## src/rtl/hls_shared_div_sched.sv

```systemverilog
// hls_shared_div_sched: one iterative signed divider shared by NREQ requesters.
// Round-robin grant in IDLE, W restoring steps in CALC, sign fix-up and a
// one-cycle done pulse in DONE. Only one division is in flight at a time.
module hls_shared_div_sched #(
    parameter int NREQ = 4,
    parameter int W    = 16
) (
    input  logic              Clk,
    input  logic              Rst,
    input  logic [NREQ-1:0]   req,
    input  logic [NREQ*W-1:0] op_a,
    input  logic [NREQ*W-1:0] op_b,
    output logic [NREQ-1:0]   gnt,
    output logic [NREQ-1:0]   done,
    output logic [W-1:0]      q_out,
    output logic [W-1:0]      r_out,
    output logic              div0,
    output logic              busy
);

    localparam int          PW     = (NREQ > 1) ? $clog2(NREQ) : 1;
    localparam int          CW     = (W > 1) ? $clog2(W) : 1;
    localparam int unsigned NREQ_U = NREQ;

    typedef enum logic [1:0] {
        IDLE,
        CALC,
        DONE
    } state_t;

    state_t          state;
    state_t          state_nxt;
    logic [NREQ-1:0] gnt_nxt;
    logic [NREQ-1:0] done_nxt;

    logic [PW-1:0]   ptr;
    logic [PW-1:0]   owner;
    logic [CW-1:0]   cnt;

    // Divider datapath registers (unsigned magnitudes plus result signs)
    logic [W-1:0]    a_mag;
    logic [W-1:0]    b_mag;
    logic [W-1:0]    quo;
    logic [W-1:0]    rem;
    logic            sign_q;
    logic            sign_r;
    logic            b_zero;

    // Arbiter results
    logic            win_found;
    logic [PW-1:0]   win_idx;
    logic [PW-1:0]   cand;
    int unsigned     scan_idx;

    // Winner operands and their magnitudes
    logic [W-1:0]    a_sel;
    logic [W-1:0]    b_sel;
    logic [W-1:0]    a_sel_mag;
    logic [W-1:0]    b_sel_mag;

    // One restoring step
    logic [W:0]      trial;
    logic [W:0]      diff;
    logic            step_bit;
    logic [W-1:0]    step_rem;

    // Final signed results
    logic [W-1:0]    q_fin;
    logic [W-1:0]    r_fin;

    // Round-robin scan starting at ptr, wrapping modulo NREQ
    always_comb begin
        win_found = 1'b0;
        win_idx   = '0;
        scan_idx  = 0;
        cand      = '0;
        for (int unsigned i = 0; i < NREQ_U; i++) begin
            scan_idx = 32'(ptr) + i;
            if (scan_idx >= NREQ_U) begin
                scan_idx = scan_idx - NREQ_U;
            end
            cand = PW'(scan_idx);
            if (!win_found && req[cand]) begin
                win_found = 1'b1;
                win_idx   = cand;
            end
        end
    end

    // Select the winner's operands and take unsigned magnitudes
    always_comb begin
        a_sel     = op_a[int'(win_idx)*W +: W];
        b_sel     = op_b[int'(win_idx)*W +: W];
        a_sel_mag = a_sel[W-1] ? ('0 - a_sel) : a_sel;
        b_sel_mag = b_sel[W-1] ? ('0 - b_sel) : b_sel;
    end

    // Restoring shift/subtract step; quo holds the remaining dividend bits
    always_comb begin
        trial    = {rem, quo[W-1]};
        diff     = trial - {1'b0, b_mag};
        step_bit = ~diff[W];
        step_rem = step_bit ? diff[W-1:0] : trial[W-1:0];
    end

    // Sign fix-up; divide by zero returns q=0 and r=dividend
    always_comb begin
        q_fin = '0;
        r_fin = sign_r ? ('0 - a_mag) : a_mag;
        if (!b_zero) begin
            q_fin = sign_q ? ('0 - quo) : quo;
            r_fin = sign_r ? ('0 - rem) : rem;
        end
    end

    // Next-state and pulse decode
    always_comb begin
        state_nxt = state;
        gnt_nxt   = '0;
        done_nxt  = '0;
        case (state)
            IDLE: begin
                if (win_found) begin
                    state_nxt        = CALC;
                    gnt_nxt[win_idx] = 1'b1;
                end
            end
            CALC: begin
                if (cnt == CW'(W - 1)) begin
                    state_nxt = DONE;
                end
            end
            DONE: begin
                state_nxt      = IDLE;
                done_nxt[owner] = 1'b1;
            end
            default: state_nxt = IDLE;
        endcase
    end

    // State register and registered handshake pulses
    always_ff @(posedge Clk or negedge Rst) begin
        if (!Rst) begin
            state <= IDLE;
            gnt   <= '0;
            done  <= '0;
            busy  <= 1'b0;
        end else begin
            state <= state_nxt;
            gnt   <= gnt_nxt;
            done  <= done_nxt;
            busy  <= (state_nxt != IDLE);
        end
    end

    // Divider datapath, pointer and result registers
    always_ff @(posedge Clk or negedge Rst) begin
        if (!Rst) begin
            ptr    <= '0;
            owner  <= '0;
            cnt    <= '0;
            a_mag  <= '0;
            b_mag  <= '0;
            quo    <= '0;
            rem    <= '0;
            sign_q <= 1'b0;
            sign_r <= 1'b0;
            b_zero <= 1'b0;
            q_out  <= '0;
            r_out  <= '0;
            div0   <= 1'b0;
        end else begin
            case (state)
                IDLE: begin
                    if (win_found) begin
                        owner  <= win_idx;
                        ptr    <= (win_idx == PW'(NREQ - 1)) ? '0 : win_idx + 1'b1;
                        cnt    <= '0;
                        a_mag  <= a_sel_mag;
                        b_mag  <= b_sel_mag;
                        quo    <= a_sel_mag;
                        rem    <= '0;
                        sign_q <= a_sel[W-1] ^ b_sel[W-1];
                        sign_r <= a_sel[W-1];
                        b_zero <= (b_sel == '0);
                    end
                end
                CALC: begin
                    rem <= step_rem;
                    quo <= {quo[W-2:0], step_bit};
                    cnt <= cnt + 1'b1;
                end
                DONE: begin
                    q_out <= q_fin;
                    r_out <= r_fin;
                    div0  <= b_zero;
                end
                default: ;
            endcase
        end
    end

endmodule

```

## config.mk

```make
export PLATFORM = sky130hd
export DESIGN_NAME = hls_shared_div_sched
export DESIGN_NICKNAME = d
export VERILOG_FILES = /design/src/rtl/hls_shared_div_sched.sv
export SDC_FILE = /design/constraint.sdc
export NUM_CORES = 1
export LEC_CHECK = 0
export BUFFER_PORTS_ARGS = -buffer_cell sky130_fd_sc_hd__buf_2
export CORE_ASPECT_RATIO = 1.2
export CORE_MARGIN = 1
export CORE_UTILIZATION = 50
export CTS_CLUSTER_SIZE = 28
export DETAILED_ROUTE_END_ITERATION = 12
export MAX_ROUTING_LAYER = met4
export PLACE_DENSITY = 0.73
export SKIP_LAST_GASP = 1
export SLEW_MARGIN = 5
export SYNTH_ARGS = -nofsm -noshare
export SYNTH_HDL_FRONTEND = slang
export SYNTH_SLANG_ARGS = --single-unit
```

## constraint.sdc

```tcl
create_clock -name Clk -period 9.3 [get_ports Clk]
set_input_delay 0.465 -clock Clk [delete_from_list [all_inputs] [get_ports Clk]]
set_output_delay 0.465 -clock Clk [all_outputs]
set_load 0.01 [all_outputs]
```

=== Yosys cells after proc, flatten, opt, wreduce, memory -nomap -nowiden ===
Index checks and enable logic that the tools add are counted.
W data, S select, Z words.

* Flip-flop bits (word level): 119
* Bits in latches: 0
* Memory bits (writable): 0
* Memory bits (read-only): 0
* Input port bits: 134
* Output and inout port bits: 42
* Memories: 0

* Add/subtract/negate cells: 15
* Multipliers: 0
* Div/mod/pow operators: 0
* $lt $le $gt $ge: 12
* Equality and inequality tests: 5
* Shifts and indexed selects: 2
* Mux-type cells: 45
* Bitwise operators: 2
* Reductions and logical operators: 14

{| class="wikitable"
|+ Operators with widths
! operator !! number
|-
| $mux W16 || 10
|-
| $shiftx A64 B7 Y16 || 2
|-
| $sub A1 B16 Y16 const A || 5
|-
| $pmux W16 S2 || 2
|-
| $mux W2 || 11
|-
| $lt A2 B3 Y1 const B || 6
|-
| $sub A17 B16 Y17 || 1
|-
| $logic_not A16 Y1 || 1
|-
| $mux W4 || 4
|-
| $mux W1 || 10
|-
| $ge A3 B3 Y1 const B || 3
|-
| $bmux W1 S2 || 4
|-
| $pmux W4 S2 || 1
|-
| $sub A2 B1 Y2 const B || 4
|-
| $add A2 B2 Y3 const B || 2
|-
| $logic_and A1 B1 Y1 || 5
|-
| $add A4 B1 Y4 const B || 1
|-
| $demux W1 S2 || 2
|-
| $eq A2 B2 Y1 const B || 2
|-
| $eq A4 B4 Y1 const B || 1
|-
| $ge A2 B1 Y1 const B || 2
|-
| $pmux W2 S2 || 1
|-
| $reduce_and A2 Y1 || 2
|-
| $reduce_bool A2 Y1 || 2
|-
| 9 further kinds || 11
|}

=== Longest topological paths before layout ===
Gate-level depths: netlist of the first run.

* Word-level depth: 20
* Gate-level depth with buffers: 15

=== Least setup slack after synthesis of the first run ===
No wires, ideal clock.

* Kind: register -> register
* Start: reg quo[15]
* End: reg rem[1]
* Arrival time: 3.032 ns
* Setup slack: 6.135 ns
* Stages on the path, launching flop included: 15
* Buffers on the path: 1
* Cells stage by stage: dfrtp_1 inv_1 ha_1 inv_1 fa_1 a21oi_1 nor2b_1 a31o_2 a221oi_1 o2111ai_1 a21oi_1 xnor2_1 buf_1 mux2i_1 o22ai_1

* Cells in the longest elaborated chain, start to end: 3

{| class="wikitable"
|+ RTL lines
! item !! line !! source
|-
| start: declaration || 43 || <nowiki>logic [W-1:0] quo;</nowiki>
|-
| start signal: assignment || 181 || <nowiki>quo <= a_sel_mag;</nowiki>
|-
| start signal: assignment || 190 || <nowiki>quo <= {quo[W-2:0], step_bit};</nowiki>
|-
| $sub A17 B16 Y17 || 101 || <nowiki>diff = trial - {1'b0, b_mag};</nowiki>
|-
| $mux W16 || 103 || <nowiki>step_rem = step_bit ? diff[W-1:0] : trial[W-1:0];</nowiki>
|-
| $pmux W16 S2 || 173 || <nowiki>case (state)</nowiki>
|-
| end signal: assignment || 189 || <nowiki>rem <= step_rem;</nowiki>
|-
| end: declaration || 44 || <nowiki>logic [W-1:0] rem;</nowiki>
|}

No other way between the ends.
A chain may end at the register's enable or synchronous reset.

=== Final worst setup path of the first run ===
* Start: reg ptr[0]
* End: reg a_mag[14]

* Cells in the longest elaborated chain, start to end: 17
* Elaborated cells on any way between the ends: 41
* Those cells by class: add/sub (8); order compare (4); shift (1); mux (21); reduce/logical (7)

{| class="wikitable"
|+ RTL lines
! item !! line !! source
|-
| start: declaration || 36 || <nowiki>logic [PW-1:0] ptr;</nowiki>
|-
| start signal: assignment || 177 || <nowiki>ptr <= (win_idx == PW'(NREQ - 1)) ? '0 : win_idx + 1'b1;</nowiki>
|-
| branches (longest 17 deep; another with $add A2 B1 Y3) || n/a ||
|-
| end signal: assignment || 179 || <nowiki>a_mag <= a_sel_mag;</nowiki>
|-
| end: declaration || 41 || <nowiki>logic [W-1:0] a_mag;</nowiki>
|}

Several ways; the timed one is not identified. The select of a mux whose other input is x is not followed.

==> results of run 1 <==
[worst max-delay path, delay by kind of cell (launching register included)]
kind            cells  cell delay (ps)
buf+inv             2              640
mux                 1              390
flops               1              400
simple gates        6             1600
compound gates      3              850
fa+ha+maj           1              170
[cells by family after synthesis]
family	share of synthesized area (%)
multiplexers	4.10
adder cells (fa/ha/maj)	4.13
XOR/XNOR	7.74
flip-flops	35.6
AO/OA/AOI/OAI	22.4
AND/OR/NAND/NOR	21.1
buffers and inverters	4.93
[power groups by stage]
stage               Combinational [uW]  Sequential (uW)  Clock (uW)
detailed placement                2240             1040           0
finish                            2260             1040         705
global placement                  2200             1030           0
floorplan                         1750              978           0
CTS                               2260             1030         710
global route                      2530             1070         735
[metal layers]
layer  up-vias  track usage [%]
met5         -                -
met4         0             11.6
met3        49             4.21
met2       294             45.2
met1      3683             35.8
li1       3789                -
[sequential cells by signal, indices dropped and copies added (netlist names), 2 cells and up]
name   flops
b_mag     16
r_out     16
state      2
owner      2
quo       16
a_mag     16
rem       16
ptr        2
q_out     16
done       4
cnt        4
gnt        4
[metrics by stage]
stage | instances | worst slack [ps] | total power, uW
floorplan | 980 | 6130 | 2730
global placement | 1319 | 5090 | 3230
detailed placement | 1319 | 4950 | 3280
CTS | 1349 | 5200 | 4000
global route | 1349 | 4800 | 4340
finish | 1349 | 5150 | 4000
[cells in the final DEF (no fill, tap or decap), types with 5 or more instances in the layout]
cell       synthesis  routed
ha_1              26      26
or3_1              5       5
inv_1             32      32
xnor2_1           42      41
a22oi_1           13      13
o31ai_1           12      12
a211oi_2           8       8
nor2_1            43      42
nor3_1             8       8
nand3_1           31      31
nand2_1          176     176
o21ai_1            5       5
o41ai_1            8       8
buf_2              9     174
o21ai_0           90      90
clkbuf_16          0      17
buf_4              2      12
a21oi_1           26      26
dfrtp_1          119     119
a21o_1             8       8
nor2b_1            9       9
a211oi_1          30      30
a31oi_1            8       8
and2_1             8       8
or2_2             11      11
a31o_2            17      17
mux2i_1           23      23
xor2_1            32      32
and3_1            42      42
mux2_2             8       8
or4_1              6       6
[path summary, 6_finish.rpt]
kind | slack (ps) | depth (start not counted) | start | to
max | 5150 | 13 | ptr[0] | a_mag[14]
min | 10 | 1 | Rst | gnt[1]
max reg2reg | 5150 | 13 | ptr[0] | a_mag[14]
min reg2reg | 470 | 2 | q_out[0] | q_out[0]
max in group asynchronous | 7890 | 2 | Rst | r_out[9]
min in group Clk | 470 | 2 | q_out[0] | q_out[0]
[area by class of cell]
cell class	count	area [um^2]	share of cell area (%)
timing repair buffer	186	961	9.65
tap	212	265	2.66
inverter	34	128	1.28
clock inverter	8	145	1.46
sequential	119	2980	29.9
multi-input combinational	768	5000	50.2
clock buffer	22	484	4.86
==> metrics.txt, run 1 <==
maximum clock rate 241 MHz; Clock Tree Root clkbuf_16; die height 144 um; sequential share of power 25.9%; vias in the first global route 7,252; Leakage 0.00477 uW; Worst Path Required just under 10,000 ps; Detailed Route Iter0 Violations approximately 530; CP peak stage delay a little under 600 ps; Pint 2220 uW; Worst-Margin Slew 1010 ps; CTS Buf Count 17; # clock sinks 119; post-route ant nets 0; crit path launch type register; met1 wire length 9890 um; final setup fails 0; minimum clock period 4150 ps; Syn. warnings 0; Post-DP Area 0.00933 mm^2; crit path DAT 4500 ps; Mapped Nets 1,141; MaxCap Viol Count 0; crit share post-route 44.6%; top cells by area, synth dfrtp_1 36%, nand2_1 7.9%, o21ai_0 5.4%; setup TNS 0 ps; Final GP Congestion just under 0.9; htree depth 4; DRC errors left 0; setup bufs post-CTS 0; Post-synth ARST share 100%; combinational power share 56.5%; TritonCTS clock tree done; total wire length 23,100 um; Worst Hold Margin 13.8 ps; number of flops mapped to enable cells by yosys 0; layout cells sized above 1 around a quarter; crit end category register; sequential share of the synthesized area about 36%; uppermost layer routed met4; initial antenna violation count 0; Initial Utilization 51.4%; CTS clk-pin slew, worst paths about 50 ps; NetSw 1790 uW; Slew headroom 32.7%; FP Rows 51; DR pass1 iterations 6; CTS Buffer Depth 2; crit path cell chain nor2b_1 > a211oi_2 > nor2_4 > inv_2 > a211oi_1 > or2_2 > ha_1 > inv_1 > a221oi_2 > nand3_2 > nor4_2 > mux2_2 > nand3_1; total length of routed met2 wires 11,100 um; Fin Clk Skew 8.64 ps; FF+latch count, synth 119; post_cts resized 0; Die W between 100 and 150 um; syn avg cell area 8.54 um^2; pin count of the biggest net entering global routing 82; Main synth FF type dfrtp_1; first-pass GRT wire length approximately 37,000 um; RSZ-0062 raised after global routing false; Finished Cell Area ~0.010 mm^2; status complete, no violations; Slowest-stage cell, CP nor2_4; most frequent cell after synthesis nand2_1; cells after synthesis 980; fillers between 1k and 1.5k; Skew-Pair Late Insertion Delay 420 ps; Crit Path Class reg -> reg; top post-synthesis cells by count 176 x nand2_1, 119 x dfrtp_1, 90 x o21ai_0; vias per cell 5.79; HP Class in -> async; Post-Route Utilization 61.2%; full die area 0.0173 mm^2; area delta synth->final 19.0%; Layout Nets 1,287; Yosys cell types between 70 and 80; post-DP HPWL 17,100 um; grt ovf 0; Post-Syn Area 0.00837 mm^2; Max VDD drop 0.186 mV; IO buf count 175; Core Box Area 0.0163 mm^2; Yosys top cell by area dfrtp_1; hold violation count in the final report 0; Clock Power Share 17.6%; routed via count between 7k and 8k; switching portion of total power 44.6%; top cell type's share of synthesized area 35.6%; Met3 Wirelength 1350 um; n_diodes 0; Post-CTS Hold Buffers 0; Ports 176; GRT Util Overall between 20% and 30%; power density cells ~400 mW/mm^2; Avg WL per Cell 17.1 um; Final Max Slew Viols 0; Worst Path Max Fanout 57
No activity file was read; power rests on OpenSTA's default activity.
==> inputs of run 2 (changes only) <==
==> constraint.sdc (replaced) <==
create_clock -name Clk -period 4 [get_ports Clk]
set_input_delay 0.2 -clock Clk [delete_from_list [all_inputs] [get_ports Clk]]
set_output_delay 0.2 -clock Clk [all_outputs]
set_load 0.01 [all_outputs]
==> run 2 against run 1 <==
- maximum frequency rose by 18%
- register-to-register slack got worse by 4700 ps
- clock power increased by 120%
- non-clock buffer count up 7
- count of clock-buffer cells in the layout decreased by 2
- power grew 130%
- clock skew down 1.2 ps
- final cell count rose by 0.67%
- flip-flop and latch count stayed put
- largest power group unchanged
==> metrics.txt, run 2 (same netlist as run 1, synthesis figures left out) <==
status complete, no violations; crit end category register; Post-Route Utilization 61.4%; routed via count 7,856; hold violation count in the final report 0; final setup fails 0; DRC errors left 0; RSZ-0062 raised after global routing false; Final Max Slew Viols 0; post-route ant nets 0; Worst Path Required around 4300 ps; Slew headroom 18.5%; crit path launch type register; post_cts resized 0; Tot Pwr 9280 uW; Worst Path Max Fanout 20; Max VDD drop 0.403 mV; power density cells 929 mW/mm^2; Final GP Congestion 0.890; Avg WL per Cell 16.7 um; post-DP HPWL 17,100 um; cells on worst reg2reg path 13; Skew-Pair Late Insertion Delay 420 ps; Die W between 100 and 150 um; most common cell after layout, fill and taps aside nand2_1; grt ovf 0; layout cells sized above 1 25.7%; most frequent cells in the layout 176 x nand2_1, 174 x buf_2, 119 x dfrtp_1, 90 x o21ai_0; minimum clock period 3520 ps; Worst-Margin Slew 1220 ps; Fin Clk Skew about 7.4 ps; crit path cell chain inv_1 > ha_1 > inv_1 > fa_1 > a21oi_1 > nor2b_1 > a31o_2 > a221oi_1 > o2111ai_1 > a21oi_1 > xnor2_2 > and3_1 > a221o_1; GRT Util Overall 28.1%; Detailed Route Iter0 Violations ~500; Worst Slack Setup Final slightly below 500 ps; Post-DP Area 0.00938 mm^2; MaxCap Viol Count 0; pin count of the biggest net entering global routing 48; CTS Buf Count 17; crit share post-route 88.0%; Clock Tree Root clkbuf_16; TritonCTS clock tree done; DR pass1 iterations 5; vias in the first global route 7,392; Leakage 0.00478 uW; die height 144 um; initial antenna violation count 0; area delta synth->final 19.4%; Place WS 475 ps; CTS Buffer Depth 2; total wire length 22,600 um; Ports 176; htree depth 4; CP peak stage delay 420 ps; Core Box Area roughly 0.016 mm^2; maximum clock rate 284 MHz; first-pass GRT wire length 37,000 um; FP Rows 51; Crit Path Class reg -> reg; worst r2r src quo[15]; n_diodes 0; full die area 0.0173 mm^2; vias per cell 5.78; Initial Utilization between 50% and 60%; CTS clk-pin slew, worst paths 60 ps; # clock sinks 119; IO buf count ~180; Slowest-stage cell, CP a221oi_1; Finished Cell Area ~0.010 mm^2; HP Class in -> async; setup TNS 0 ps; Critical Path Start quo[15]; Layout Nets 1,294; crit path DAT 3820 ps
==> run 2: cell count changes in the layout (fill, tap and decap cells not counted), sizes merged <==
cell / before / now
clkinvlp: 2 / 5
buf: 186 / 192
dlygate4sd3: 0 / 1
bufinv: 4 / 3
clkbuf: 22 / 20
clkinv: 2 / 4
==> run 2: worst paths after layout <==
path                        endpoint  slack (ps)
min                          done[3]         320
max                           rem[5]         480
min in group Clk           b_mag[14]         320
max reg2reg                   rem[5]         480
max in group asynchronous     rem[7]        2770
min reg2reg                 q_out[3]         470
==> run 2: per-layer routing <==
layer / wire (um) / global-route usage [%]
met2: 10700 / 45.0
met4: 571 / 9.74
met1: 10100 / 35.8
met5: 0 / -
met3: 1240 / 5.12
==> run 2: area by class of cell <==
cell class / count / area (um^2)
clock buffers: 20 / 457
flip-flops and latches: 119 / 2980
inverters: 34 / 128
well taps: 212 / 265
multi-input cells: 768 / 5000
clock inverters: 12 / 151
repair buffers: 193 / 1020
fillers: 1440 / 6280
==> run 2: worst max-delay path, delay by kind of cell, from the launching register on <==
| kind | cells | cell delay [ps] |
|---|---|---|
| AO/OA/AOI/OAI | 6 | 1530 |
| flip-flops | 1 | 370 |
| XOR/XNOR | 1 | 380 |
| buffers and inverters | 2 | 150 |
| AND/OR/NAND/NOR | 2 | 390 |
| adder cells (fa/ha/maj) | 2 | 560 |
==> run 2: through the flow <==
stage / hold slack [ps] / std cells
final: 318 / 1358
after global routing: 335 / 1358
after CTS: 315 / 1358
after detailed placement: 231 / 1325
after global placement: 230 / 1325
after floorplan: -95.6 / 980
==> run 2: where the power goes <==
part	switching, uW	internal, uW
Combinational	3000	2300
Sequential	640	1780
Clock	557	1010
==> run 2: repair_timing <==
item | 4_1_cts | 5_1_grt
hold buffers | 1 | 0
setup buffers | 0 | 0
hold endpoints to repair | 41 | 0
==> inputs of run 3 (changes only) <==
--- a/config.mk
+++ b/config.mk
@@ -12,7 +12,7 @@
 export CTS_CLUSTER_SIZE = 28
 export DETAILED_ROUTE_END_ITERATION = 12
 export MAX_ROUTING_LAYER = met4
-export PLACE_DENSITY = 0.73
+export PLACE_DENSITY = 0.74
 export SKIP_LAST_GASP = 1
 export SLEW_MARGIN = 5
 export SYNTH_ARGS = -nofsm -noshare
==> run 3 against run 2 <==
- wire length rose by 0.19%
- largest cell class unchanged
- die area is the same
- utilization rose by 0.10 points
- sequential power hardly changed
- maximum frequency decreased by 1.9%
- register-to-register slack got worse by 70 ps
- highest routed layer unchanged
- critical path type unchanged
==> metrics.txt, run 3 (same netlist as run 1, synthesis figures left out) <==
status complete, no violations; most frequent cells in the layout 176 x nand2_1, 174 x buf_2, 119 x dfrtp_1, 90 x o21ai_0; GRT Util Overall between 20% and 30%; TritonCTS clock tree done; RSZ-0062 raised after global routing false; initial antenna violation count 2; Worst Path Required 4290 ps; IO buf count 175; total wire length 22,700 um; Ports 176; Clock Tree Root clkbuf_16; routed via count 7,877; CTS Buffer Depth 2; grt ovf 0; first-pass GRT wire length 37,000 um; post-route ant nets 0; Skew-Pair Late Insertion Delay ~420 ps; power density cells 933 mW/mm^2; MaxCap Viol Count 0; maximum clock rate 279 MHz; Crit Path Class reg -> reg; Slew headroom a little under a fifth; full die area 0.0173 mm^2; htree depth 4; DRC errors left 0; Worst-Margin Slew 1210 ps; Initial Utilization 51.4%; crit path launch type register; crit path DAT slightly below 4000 ps; Detailed Route Iter0 Violations 606; HP Class in -> reg; Layout Nets 1,292; pin count of the biggest net entering global routing 50; # clock sinks 119; Max VDD drop 0.432 mV; vias per cell about 5.8; CTS Buf Count 17; vias in the first global route 7,190; r2r setup slk 410 ps; die height 144 um; Fin Clk Skew 11.1 ps; FP Rows 51; Leakage approximately 0.0048 uW; area delta synth->final 19.6%; Worst Hold Margin 319 ps; Final GP Congestion 0.889; Worst Path Max Fanout 20; layout cells sized above 1 25.3%; most common cell after layout, fill and taps aside nand2_1; final setup fails 0; fillers 1,471; post-DP HPWL 17,100 um; setup TNS 0 ps; post_cts resized 0; crit end category register; Die W 120 um; DR pass1 iterations 5; CTS clk-pin slew, worst paths 50 ps; minimum clock period 3590 ps; Core Box Area around 0.016 mm^2; Avg WL per Cell about 17 um; hold violation count in the final report 0; crit share post-route between 80% and 90%; Final Max Slew Viols 0
-- run 3: worst paths after layout --
path	from	to	cells past startpoint
min in group asynchronous	Rst	done[2]	2
worst max-delay path	quo[15]	rem[3]	13
worst min-delay path	op_b[11]	b_mag[11]	5
worst min register to register	q_out[0]	q_out[0]	2
max in group asynchronous	Rst	b_mag[1]	3
worst max register to register	quo[15]	rem[3]	13
-- run 3: metrics by stage --
stage                     setup WS, ps  std cells  power, uW  area (um^2)  utilization, %
after floorplan                    835        980       6350         8370               -
after global placement             538       1323       7500         9360            57.5
after detailed placement           457       1323       7630         9360            57.5
after CTS                          411       1356       9340        10000            61.5
after global routing               220       1358      10100        10000            61.5
final                              411       1358       9340        10000            61.5
-- run 3: layout make-up --
class / instances / area (um^2) / share of cell area [%]
antenna: 2 / 5.00 / 0.0500
clock buffer: 24 / 492 / 4.91
clock inverter: 8 / 143 / 1.43
inverter: 34 / 128 / 1.27
multi-input combinational: 768 / 5000 / 49.9
sequential: 119 / 2980 / 29.8
tap: 212 / 265 / 2.65
timing repair buffer: 191 / 1000 / 10.0
-- run 3: what timing repair did --
| action | CTS | global route |
|---|---|---|
| hold endpoints to repair | 47 | 0 |
| setup buffers | 0 | 0 |
| hold buffers | 1 | 0 |
-- run 3: metal layers --
metal	up-vias	part of all wire [%]	global-route usage, %	wire length [um]
li1	3809	-	-	-
met1	3727	43	35.1	9760
met2	312	48	46.4	11000
met3	29	6.1	3.77	1390
met4	0	2.5	10.1	562
met5	-	0	-	0
-- run 3: where the power goes --
group / internal [uW] / switching, uW
Combinational: 2290 / 2990
Sequential: 1780 / 644
Clock: 1110 / 531
-- run 3: worst max-delay path: stages, from the launching register on --
cell,delay [ps]
dfrtp_1,370
inv_1,100
ha_1,170
inv_1,60
fa_1,400
a21oi_1,150
nor2b_1,80
a31o_2,270
a221oi_1,440
o2111ai_1,190
a21oi_1,260
xnor2_2,380
and3_1,320
a221o_1,270
